File: config.mk
export PLATFORM = sky130hd
export DESIGN_NAME = pipe_sched
export DESIGN_NICKNAME = d
export VERILOG_FILES = /design/src/rtl/pipe_sched_pkg.sv /design/src/rtl/sat_counter.sv /design/src/rtl/pipe_sched.sv
export SDC_FILE = /design/constraint.sdc
export NUM_CORES = 1
export LEC_CHECK = 0
export ABC_AREA = 0
export ABC_CLOCK_PERIOD_IN_PS = 2700
export CAP_MARGIN = 20
export CORE_UTILIZATION = 49
export CTS_CLUSTER_DIAMETER = 150
export CTS_CLUSTER_SIZE = 30
export DETAILED_ROUTE_END_ITERATION = 16
export PLACE_DENSITY_LB_ADDON = 0.08
export SETUP_SLACK_MARGIN = 0.3
export SKIP_LAST_GASP = 1
export SYNTH_ARGS = -nofsm -noshare
export SYNTH_HDL_FRONTEND = slang
export SYNTH_SLANG_ARGS = --single-unit
export TNS_END_PERCENT = 30
File: constraint.sdc
create_clock -name clk -period 2.7 [get_ports clk]
set_input_delay 0.405 -clock clk [delete_from_list [all_inputs] [get_ports clk]]
set_output_delay 0.405 -clock clk [all_outputs]
set_load 0.02 [all_outputs]
File: src/rtl/pipe_sched_pkg.sv
// rtl/pipe_sched_pkg.sv - shared state encoding for the pipeline scheduler
package pipe_sched_pkg;

   localparam int SCHED_ST_BIT = 2;

   typedef enum logic [SCHED_ST_BIT-1:0] {
      SCHED_RUN   = 2'd0,
      SCHED_DRAIN = 2'd1,
      SCHED_HALT  = 2'd2
   } sched_state_t;

endpackage

File: src/rtl/sat_counter.sv
// rtl/sat_counter.sv - saturating up-counter for debug statistics
// Ports: clk, rst (async, active-high), en (step enable), inc (count request),
//        cnt (current value, sticks at all-ones).
module sat_counter #(
   parameter int W = 32
) (
   input  logic         clk,
   input  logic         rst,
   input  logic         en,
   input  logic         inc,
   output logic [W-1:0] cnt
);

   always_ff @(posedge clk or posedge rst) begin
      if (rst) begin
         cnt <= '0;
      end else if (en && inc && (cnt != {W{1'b1}})) begin
         cnt <= cnt + W'(1);
      end
   end

endmodule

File: src/rtl/pipe_sched.sv
// rtl/pipe_sched.sv - 5-stage pipeline stall/flush/halt scheduler
// Ports: clk, rst (async, active-high), en (single-step enable),
//        id_* (ID source operands), ex_* (EX destination, load, redirect, halt),
//        resume (debug resume pulse);
//        pc_en, if_id_en, if_id_flush, id_ex_flush (stage controls),
//        halted, stall_cnt, flush_cnt (debug status).
module pipe_sched
   import pipe_sched_pkg::*;
#(
   parameter int DRAIN_CYCLES = 3,
   parameter int CNT_W        = 32
) (
   input  logic             clk,
   input  logic             rst,
   input  logic             en,
   input  logic [4:0]       id_rs,
   input  logic [4:0]       id_rt,
   input  logic             id_uses_rs,
   input  logic             id_uses_rt,
   input  logic             ex_rf_we,
   input  logic [4:0]       ex_req_w,
   input  logic             ex_is_load,
   input  logic             ex_redirect,
   input  logic             ex_halt,
   input  logic             resume,
   output logic             pc_en,
   output logic             if_id_en,
   output logic             if_id_flush,
   output logic             id_ex_flush,
   output logic             halted,
   output logic [CNT_W-1:0] stall_cnt,
   output logic [CNT_W-1:0] flush_cnt
);

   localparam int DW = (DRAIN_CYCLES > 1) ? $clog2(DRAIN_CYCLES) : 1;

   sched_state_t  state, state_nx;
   logic [DW-1:0] drain_cnt, drain_nx;
   logic          halted_nx;
   logic          hazard;
   logic          pc_en_c, if_id_en_c, if_id_flush_c, id_ex_flush_c;
   logic          stall_inc, flush_inc;

   // $0 is hardwired to zero, so a load targeting it never creates a dependency.
   assign hazard = ex_is_load & ex_rf_we & (ex_req_w != 5'd0) &
                   ((id_uses_rs & (id_rs == ex_req_w)) |
                    (id_uses_rt & (id_rt == ex_req_w)));

   always_ff @(posedge clk or posedge rst) begin
      if (rst) begin
         state     <= SCHED_RUN;
         drain_cnt <= '0;
         halted    <= 1'b0;
      end else if (en) begin
         state     <= state_nx;
         drain_cnt <= drain_nx;
         halted    <= halted_nx;
      end
   end

   always_comb begin
      state_nx      = state;
      drain_nx      = drain_cnt;
      halted_nx     = halted;
      pc_en_c       = 1'b0;
      if_id_en_c    = 1'b0;
      if_id_flush_c = 1'b0;
      id_ex_flush_c = 1'b0;
      stall_inc     = 1'b0;
      flush_inc     = 1'b0;
      case (state)
         SCHED_RUN: begin
            if (ex_halt) begin
               // Squash younger instructions; EX/MEM/WB retire during DRAIN.
               if_id_en_c    = 1'b1;
               if_id_flush_c = 1'b1;
               id_ex_flush_c = 1'b1;
               state_nx      = SCHED_DRAIN;
               drain_nx      = DW'(DRAIN_CYCLES - 1);
            end else if (ex_redirect) begin
               pc_en_c       = 1'b1;
               if_id_en_c    = 1'b1;
               if_id_flush_c = 1'b1;
               id_ex_flush_c = 1'b1;
               flush_inc     = 1'b1;
            end else if (hazard) begin
               // Hold PC and IF/ID, insert one bubble while the load reaches MEM.
               id_ex_flush_c = 1'b1;
               stall_inc     = 1'b1;
            end else begin
               pc_en_c    = 1'b1;
               if_id_en_c = 1'b1;
            end
         end
         SCHED_DRAIN: begin
            id_ex_flush_c = 1'b1;
            if (drain_cnt == '0) begin
               state_nx  = SCHED_HALT;
               halted_nx = 1'b1;
            end else begin
               drain_nx = drain_cnt - DW'(1);
            end
         end
         SCHED_HALT: begin
            id_ex_flush_c = 1'b1;
            if (resume) begin
               state_nx  = SCHED_RUN;
               halted_nx = 1'b0;
            end
         end
         default: begin
            state_nx  = SCHED_RUN;
            halted_nx = 1'b0;
         end
      endcase
   end

   assign pc_en       = en & pc_en_c;
   assign if_id_en    = en & if_id_en_c;
   assign if_id_flush = en & if_id_flush_c;
   assign id_ex_flush = en & id_ex_flush_c;

   sat_counter #(.W(CNT_W)) u_stall_cnt (
      .clk (clk),
      .rst (rst),
      .en  (en),
      .inc (stall_inc),
      .cnt (stall_cnt)
   );

   sat_counter #(.W(CNT_W)) u_flush_cnt (
      .clk (clk),
      .rst (rst),
      .en  (en),
      .inc (flush_inc),
      .cnt (flush_cnt)
   );

endmodule

### After elaboration in Yosys (flattened, before gate mapping)

Cells that the tools add are included.

* add/sub/neg operators: 3
* equality and inequality tests: 10
* mux-type cells: 28
* bitwise gates (word level): 11
* reduce and logical (&&, ||, !) cells: 12

Operators with widths (number)
* 32-bit by 1-bit adder with 32-bit output, second input constant: 2
* 32-bit inequality test, second input constant: 2
* 1-bit 2-to-1 mux: 19
* 4-bit AND reduction: 3
* 5-bit == test: 2
* 2-bit 2-to-1 mux: 5
* 1-bit bitwise AND: 9
* 2-bit inequality test, second input constant: 4
* 2-bit one-hot mux with 3 select lines: 1
* 5-bit nonzero test: 1
* 1-bit logical AND: 4
* 2-bit logical NOT: 2
* 2-bit one-hot mux with 2 select lines: 1
* 1-bit one-hot mux with 3 select lines: 1
* 2-bit by 1-bit == test with 1-bit output, second input constant: 1
* 2-bit == test, second input constant: 1
* 1-bit one-hot mux with 2 select lines: 1
* 2-bit nonzero test: 1
* 2-bit OR reduction: 1
* 2-bit by 1-bit subtractor with 2-bit output, second input constant: 1
* 1-bit NOT: 1
* 1-bit OR: 1

* register bits: 69
* input port bits: 25
* logic and storage cells: 69

### Depth between registers and ports, before layout

Gate-level depths: netlist of the first run.

* depth after elaboration: 10
* mapped depth: 10
* mapped depth without buffers: 8

### Hierarchy

Synthesis of the first run repeated with hierarchy kept, for this count alone.

* cells, all modules: 346
* area, all modules: 3723.6 um^2

Modules (own cells, without submodules)
* sat_counter: times used 2, cells each 140, area an instance 1584.0 um^2
* pipe_sched: times used 1, cells each 66, area an instance 555.5 um^2

### Worst setup path before layout of the first run

Ideal clock, no wire load.

* path kind: input to output
* start point: in ex_req_w[1]
* end point: out pc_en
* data arrival time: 1.833 ns
* setup slack: 0.462 ns
* stages on the path: 5
* path buffers: 0
* cells stage by stage: or4_1 o211ai_1 nand2b_1 nor2_1 nor3b_1

* word-level cells in the longest chain between the ends: 9
* elaborated cells between the ends (all ways): 13
* classes of those cells: eq/ne (2); mux (4); bitwise (6); reduce/logical (1)

Ends and longest elaborated chain
* from (decl): line pipe_sched.sv:21 `input logic [4:0] ex_req_w,`
* 5-bit == test (on tied branches): line pipe_sched.sv:46, pipe_sched.sv:47
* 1-bit bitwise AND (on tied branches): line pipe_sched.sv:46, pipe_sched.sv:47
* 1-bit OR: line pipe_sched.sv:46 `((id_uses_rs & (id_rs == ex_req_w)) |`
* 1-bit bitwise AND *: line pipe_sched.sv:45 `assign hazard = ex_is_load & ex_rf_we & (ex_req_w != 5'd0) &`
* 1-bit 2-to-1 mux *: line pipe_sched.sv:86 `end else if (hazard) begin`
* 1-bit 2-to-1 mux *: line pipe_sched.sv:80 `end else if (ex_redirect) begin`
* 1-bit 2-to-1 mux *: line pipe_sched.sv:73 `if (ex_halt) begin`
* 1-bit 2-to-1 mux *: line pipe_sched.sv:71 `case (state)`
* 1-bit bitwise AND *: line pipe_sched.sv:118 `assign pc_en = en & pc_en_c;`
* to (decl): line pipe_sched.sv:26 `output logic pc_en,`

Mark *: on every way between the ends. The rest lies on a longest branch, timed or not.

### Worst setup path in the final report of the first run

* start point: in id_rs[4]
* end point: out if_id_en

* word-level cells in the longest chain between the ends: 9

Ends and longest elaborated chain
* from (decl): line pipe_sched.sv:16 `input logic [4:0] id_rs,`
* 5-bit == test: line pipe_sched.sv:46
* 1-bit bitwise AND: line pipe_sched.sv:46
* 1-bit OR: line pipe_sched.sv:46
* 1-bit bitwise AND: line pipe_sched.sv:45
* 1-bit 2-to-1 mux: line pipe_sched.sv:86
* 1-bit 2-to-1 mux: line pipe_sched.sv:80
* 1-bit 2-to-1 mux: line pipe_sched.sv:73
* 1-bit 2-to-1 mux: line pipe_sched.sv:71
* 1-bit bitwise AND: line pipe_sched.sv:119 `assign if_id_en = en & if_id_en_c;`
* to (decl): line pipe_sched.sv:27 `output logic if_id_en,`

No other way between the ends.

==> results by stage, run 1 <==
Cells and area:
- The post-layout net count is 496.
- The final non-filler cell total is 565.
- The repair_antennas step left the layout with diodes totalling 0.
- The share of layout cells above drive strength 1 is 12.4%.
- Compared with the post-synthesis result, the final layout area differs by 39.3%.
- Cells fill 72.5% of the core in the end.
- Once layout is done, the placed cells without fillers occupy 5030 µm².

Clock network:
- In this run the deepest clock path goes through 2 buffers.
- The clock latency on the worst-skew pair is 0.33 ns.
- The clock-pin transition on the worst setup and hold timing paths is 0.08 ns.
- The clock tree root driver cell is clkbuf_8.
- The H-tree generated during clock tree synthesis spans 3 levels.
- Clock tree synthesis inserted a total of 9 buffers.
- TritonCTS built the clock tree.
- Clock tree synthesis found a total of 69 sinks.

Outcome:
- The run finished with clean final reports.

Setup path:
- In this design, the stage delay of the slowest critical-path cell is 0.50 ns.
- The worst setup path is captured at an output port.
- The worst setup path is of the input pin to output port kind.
- The slowest stage of the critical path belongs to the cell clkdlybuf4s50_1.
- Traced cell by cell, the critical path runs through clkdlybuf4s50_1, xnor2_1, nand4_1, o22ai_2, nand2b_4, buf_4, nor3_2, nor2_1, buf_2.
- The worst setup path is launched from an input pin.
- The largest fanout of any net on the critical path is 2.
- The arrival time at the worst endpoint is 1.94 ns.
- The required time reported for the critical path endpoint is 2.30 ns.

Power and ir drop:
- The clock group share of total power is 37.7%.
- The part of the total power dissipated in combinational logic is 19.4%.
- For this design the total switching power over the nets is 736 µW.
- The cell internal power dissipation is 1950 µW.
- The switching share of power is 27.4%.
- Registers are responsible for 42.9% of the overall power.
- For this design the static power due to leakage is 0.00227 µW.
- Power spread over the standard cell area amounts to 533 nW/µm².
- The peak ir drop on the vdd network is 0.000389 V.

Synth:
- The number of distinct library cells after synthesis is 44.
- Synthesis produced 352 cells.
- Counting every net in the synthesized netlist gives 384.
- The combined area of all synthesized cells is 3610 µm².
- For this run, the register share of the synthesized area comes to 47.8%.
- The synthesis-stage register bit count is 69.
- The synthesized area divided by synthesized cell count is 10.3 µm².
- The Yosys step of the flow raised 0 warnings.

Global routing:
- The number of antenna violations at the first check in global routing is 0.
- Entering global routing, the biggest net connects 48 pins.
- In the global route stage, overall resource usage came out at 23.2%.
- The number of global-route vias before repair is 2,982.
- The first-pass GRT wire length is 13,800 µm.
- The total overflow left after global routing is 0.

Timing:
- The worst pin sits at a relative slew slack of 66.2%.
- The final worst hold slack is 0.418 ns.
- The part of the cycle the worst path needs is 86.9%.
- After routing, the total negative slack on setup checks comes to 0 ns.
- The max-slew violation total from the final report is 0.
- The transition time at the pin with the least slew margin is 0.507 ns.
- Setup repair after global routing left no endpoint under its margin.
- The total of endpoints with negative setup slack in the final report is 0.
- On the final layout, the worst clock skew is 0.00926 ns.
- For this run, the top clock speed supported by timing is 0.426 GHz.
- The final-report hold violation count is 0.
- The clock period minus worst slack is 2.35 ns.

Floorplan:
- Once the floorplan was initialized, standard cells occupied 52.1% of the core.
- In this run the standard cell core region covers 6940 µm².
- In this run the count of I/O pins placed on the die edge is 94.
- The horizontal die dimension is 87.9 µm.
- The total number of placement rows is 30.
- The floorplan step set the die height to 87.9 µm.
- The die area is 7720 µm².

Flow run:
- Max-cap violations in this run came to 0.

Drt:
- The initial DRC count is 168.
- For this run, design rule violations remaining after detail routing come to 0.
- The via-per-instance ratio is 5.29.
- The first TritonRoute pass finished after 4 iterations.
- Once detail routing completed, the nets flagged for antenna violations numbered 0.
- The total wirelength of the detailed-routed design is 8300 µm.
- The vias after detailed routing is 2,991.
- The routed wire length per instance is 14.7 µm.

Placement:
- The area after detailed placement is 4740 µm².
- The quantity of I/O buffers inserted on ports is 93.
- The global placer's final weighted congestion is 0.822.
- The number of placed instances, taps included is 547.
- The HPWL after detailed placement is 5920 µm.

Hold path:
- The classification of the worst-slack hold path is input pin to asynchronous set/reset pin.
cell type report:
type | count | area (µm²)
sequential | 69 | 1730
timing repair buffer | 108 | 1060
clock buffer | 10 | 128
tap | 96 | 120
fill | 505 | 1910
multi-input combinational | 264 | 1840
inverter | 12 | 45.0
clock inverter | 6 | 111
power groups by stage:
stage / clock, µW / sequential [µW] / combinational [µW]
2_1_floorplan: 0 / 1190 / 279
3_3_place_gp: 0 / 1170 / 509
3_5_place_dp: 0 / 1170 / 518
4_1_cts: 1030 / 1150 / 509
5_1_grt: 1080 / 1160 / 579
6_report: 1010 / 1150 / 522
worst paths after layout:
kind	start	end	slack, ns	depth (start not counted)
min in group clk	u_flush_cnt.cnt[15]	u_flush_cnt.cnt[15]	0.50	1
hold / removal	rst	halted	0.42	2
setup reg to reg	u_stall_cnt.cnt[0]	u_stall_cnt.cnt[1]	0.42	7
hold reg to reg	u_flush_cnt.cnt[15]	u_flush_cnt.cnt[15]	0.50	1
max in group asynchronous	rst	u_stall_cnt.cnt[3]	1.66	3
setup / recovery	id_rs[4]	if_id_en	0.35	9
per-layer routing:
layer | vias up | wire (µm) | GRT usage, %
li1 | 1447 | - | -
met1 | 1455 | 3900 | 32.1
met2 | 79 | 3880 | 35.9
met3 | 10 | 405 | 6.13
met4 | 0 | 115 | 7.00
met5 | - | 0 | 0
critical path, delay by kind of cell:
family | cells | cell delay (ns)
xor+xnor | 1 | 0.13
simple gates | 4 | 0.37
compound gates | 1 | 0.24
buf+inv | 3 | 0.80
metrics by stage:
stage,power (µW),worst slack [ns]
2_1_floorplan,1470,0.462
3_5_place_dp,1690,-0.311
6_report,2680,0.354
5_1_grt,2810,0.299
4_1_cts,2690,0.240
3_3_place_gp,1670,-0.279
synth_stat cells (all sizes together):
cell | count | area (µm²)
a21boi | 1 | 7.51
nand4 | 23 | 165
clkbuf | 2 | 7.51
or2 | 2 | 12.5
a22oi | 1 | 7.51
mux2 | 4 | 45.0
and2 | 4 | 25.0
xnor2 | 45 | 402
ha | 7 | 87.6
nor3 | 22 | 115
dfrtp | 69 | 1730
and3 | 11 | 75.1
xor2 | 27 | 236
or4 | 1 | 7.51
o21a | 2 | 15.0
and4b | 1 | 10.0
nand2 | 31 | 116
nor2 | 24 | 90.1
nor3b | 1 | 7.51
o22ai | 1 | 6.26
buf | 5 | 43.8
nand3b | 1 | 7.51
o211ai | 2 | 15.0
o21ai | 4 | 20.0
nor2b | 1 | 6.26
nor4 | 5 | 46.3
and4 | 7 | 67.6
o211a | 1 | 10.0
nand2b | 2 | 12.5
a21oi | 2 | 10.0
inv | 12 | 45.0
nand3 | 31 | 165
flip-flops by register name, indices dropped and copies added (netlist names):
signal and flops:
drain_cnt 2, state 2, u_stall_cnt.cnt 32, u_flush_cnt.cnt 32
halted 1
cell families after synthesis:
logic type                 after synthesis  synth area share [%]
AOI/OAI and AO/OA                       14                  2.53
xor gates and xnor gates                72                  17.7
adders and majority gates                7                  2.42
buffers and inverters                   19                  2.67
DFF                                     69                  47.8
muxes                                    4                  1.25
and+or+nand+nor                        167                  25.7
cell usage in the layout (no fill, tap or decap), types with 11 or more instances in the layout:
| cell | Yosys | layout |
|---|---|---|
| buf_4 | 0 | 15 |
| clkdlybuf4s50_1 | 0 | 84 |
| dfrtp_1 | 69 | 69 |
| inv_1 | 12 | 11 |
| nand2_1 | 31 | 31 |
| nand3_1 | 29 | 29 |
| nand4_1 | 21 | 21 |
| nor2_1 | 24 | 23 |
| nor3_1 | 21 | 20 |
| xnor2_1 | 44 | 44 |
| xor2_1 | 27 | 27 |
what timing repair did:
item | CTS | global route
gates cloned | 0 | 0
hold buffers | 0 | 0
pin swaps | 3 | 4
gates resized for setup | 18 | 12
setup buffers | 1 | 1
setup endpoints to repair | 3 | 24
No activity file was read; power rests on OpenSTA's default activity.
==> run 2, diff against run 1 <==
PLACE_DENSITY = 0.8   (was unset)
PLACE_DENSITY_LB_ADDON = unset   (was 0.08)
==> run 2 against run 1 <==
Net effect: hold slack better by 0.075 ns; clock power down 16%; count of clock-buffer cells in the layout up 1.
==> results by stage, run 2 (same netlist as run 1, synthesis figures left out) <==
Outcome:
- The flow ran to the end, and the final reports show no timing, DRC or antenna violations.

Floorplan:
- For this design the top-level I/O count stands at 94.
- The die area is 7720 µm².
- The initial standard-cell utilization of the core is 52.1%.
- The area of the placeable core is 6940 µm².
- The die height is 87.9 µm.
- The die is 87.9 µm wide.
- In this run the core area contains 30 standard-cell rows.

Setup path:
- The launching point of the worst reg2reg path is state[0].
- In this run the critical register-to-register path is captured at u_stall_cnt.cnt[22].
- The worst register-to-register path has a setup slack of 0.42 ns.
- The type of element capturing the critical path is an output port.
- Measured in cells, the most critical reg-to-reg path has a length of 8.
- The arrival time at the worst endpoint is 2.03 ns.
- The worst setup path is launched from an input pin.
- The critical path goes through dlygate4sd2_1, or4_1, o211ai_1, nand2b_1, nor2_1, nor3b_2, buf_2.
- The critical path class is input pin to output port.
- The required time reported for the critical path endpoint is 2.30 ns.
- In this design, the stage delay of the slowest critical-path cell is 0.52 ns.
- The largest fanout of any net on the critical path is 2.
- The slowest stage of the critical path is the or4_1 cell.

Global routing:
- The number of antenna violations at the first check in global routing is 0.
- Global routing used 23.2% of the available tracks across all layers.
- The number of global-route vias before repair is 2,931.
- Entering global routing, the biggest net connects 35 pins.
- The first global-routing pass estimated 13,700 µm of wire.
- The total overflow left after global routing is 0.

Timing:
- Setup repair after global routing could not meet its margin everywhere.
- The final-report hold violation count is 0.
- For the pin with the worst max-slew slack, the measured transition is 0.672 ns.
- The max-slew violation total from the final report came to 0.
- Between clock sinks in the finished design, the worst skew comes to 0.00912 ns.
- The remaining max-slew budget at the tightest pin is 55.1%.
- For the finished layout, the period the worst path requires is 2.43 ns.
- The total of endpoints with negative setup slack in the final report is 0.
- Of the available clock period, the critical path in the final layout requires 90.1%.
- Summed over all failing endpoints, the final setup total negative slack is 0 ns.
- For this run, the top clock speed supported by timing is 0.411 GHz.

Clock network:
- The TritonCTS buffer count is 9.
- The later pin in the worst-skew pair is clocked with a latency of 0.34 ns.
- For this design, the CTS-stage hold fixing added 0 buffers.
- Counting along the longest clock path gives a buffer depth of 2.
- After clock tree synthesis, the clock-pin slew on the worst setup and hold paths is 0.07 ns.
- The maximum level of the CTS H-tree is 3.
- The clock sink count is 69.
- The clock tree root driver cell is clkbuf_8.
- The CTS tree is yes.

Power and ir drop:
- The peak ir drop on the vdd network is 0.000262 V.
- For this design the static power due to leakage is 0.00221 µW.
- Dividing total power by cell area gives a power density of 509 nW/µm².

Drt:
- In the routed layout, each cell is associated on average with a via count of 5.26.
- The initial DRC count is 67.
- The detailed-routing iteration count for the pre-antenna-repair pass is 4.
- The post-route antenna net violation count is 0.
- After detailed routing, the number of remaining DRC violations is 0.
- The vias after detailed routing is 2,969.
- The routed wire length per instance is 14.8 µm.
- The total wirelength of the detailed-routed design is 8320 µm.

Cells and area:
- The post-layout net count is 495.
- The multi-input combinational cells in the finished layout cover a total of 1810 µm².
- After filler insertion, the fill cell instance count of the layout stands at 537.
- In the layout the commonest cells are clkdlybuf4s50_1 (85), dfrtp_1 (69), xnor2_1 (44), nand2_1 (31), nand3_1 (28).
- The area used by sequential logic in the layout is 1730 µm².
- The final non-filler cell total is 564.
- The most common cell after layout, fill and taps aside is clkdlybuf4s50_1.
- From synthesis to final layout, the design area changed by 36.9%.
- The post-route netlist has 11.5% of its cells at a drive strength greater than 1.
- In the final layout, the registers with the most flip-flops are u_flush_cnt.cnt: 32 flops, u_stall_cnt.cnt: 32 flops.
- The repair_antennas step left the layout with diodes totalling 0.

Placement:
- The global placer's final weighted congestion is 0.815.
- The HPWL reported at the end of detailed placement is 6190 µm.
- The count of buffers added on input and output ports is 93.
- Including well taps, the total number of placed cells is 547.

Flow run:
- The tool flagged a number of max-cap violations equal to 0.

Hold path:
- The classification of the worst-slack hold path is input pin to asynchronous set/reset pin.
run 2: changes by cell type in the layout (fill, tap and decap cells not counted), sizes merged:
cell / delta
clkinvlp: +3
buf: -2
bufinv: -2
clkinv: -2
dlygate4sd2: +2
dlymetal6s2s: -2
clkbuf: +1
clkdlybuf4s50: +1
run 2: routing by layer:
metal  vias to the layer above  track usage [%]  wire, µm
met3                        14             7.07       435
met4                         0             8.05       140
li1                       1454                -         -
met5                         -                0         0
met2                        92             40.9      4260
met1                      1409             26.8      3480
run 2: how the worst max path moves through the flow:
stage	slack, ns	cells past startpoint	to	from
4_1_cts	0.27	7	pc_en	ex_req_w[3]
5_1_grt	0.20	7	pc_en	ex_req_w[3]
3_3_place_gp	-0.36	7	pc_en	ex_req_w[1]
2_1_floorplan	0.46	5	pc_en	ex_req_w[1]
6_report	0.27	7	pc_en	ex_req_w[3]
3_5_place_dp	-0.34	7	pc_en	ex_req_w[1]
run 2: area by class of cell:
cell class,instances,share of cell area (%)
timing repair buffer,107,21.0
inverter,12,0.910
clock inverter,5,1.21
sequential,69,34.9
multi-input combinational,264,36.7
tap,96,2.43
clock buffer,11,2.86
run 2: worst max-delay path: cells and delay by family:
family | cells | cell delay (ns)
AO/OA/AOI/OAI | 1 | 0.25
buffers and inverters | 2 | 0.44
AND/OR/NAND/NOR | 4 | 0.92
run 2: power breakdown:
part | switching, µW | total, µW | leakage [µW] | internal [µW]
combinational | 277 | 518 | 0.00119 | 241
clock | 399 | 851 | 0.0000878 | 452
sequential | 58.5 | 1150 | 0.000929 | 1090
total | 735 | 2520 | 0.00221 | 1780
run 2: repair_timing:
action                                  4_1_cts  5_1_grt
cloned                                        0        0
gates resized for setup                      20        2
setup buffers                                 1        0
endpoints found under the setup margin       22       24
pin swaps                                     5        0
run 2: through the flow:
stage          util (%)  hold WS, ns  cell area [µm²]  power [µW]  worst slack (ns)
6_report           71.2        0.493             4950        2520             0.268
5_1_grt            71.2        0.522             4950        2650             0.197
4_1_cts            71.1        0.499             4940        2540             0.270
3_5_place_dp       68.0        0.485             4720        1690            -0.344
3_3_place_gp       68.0        0.477             4720        1670            -0.360
2_1_floorplan         -        0.510             3610        1470             0.462
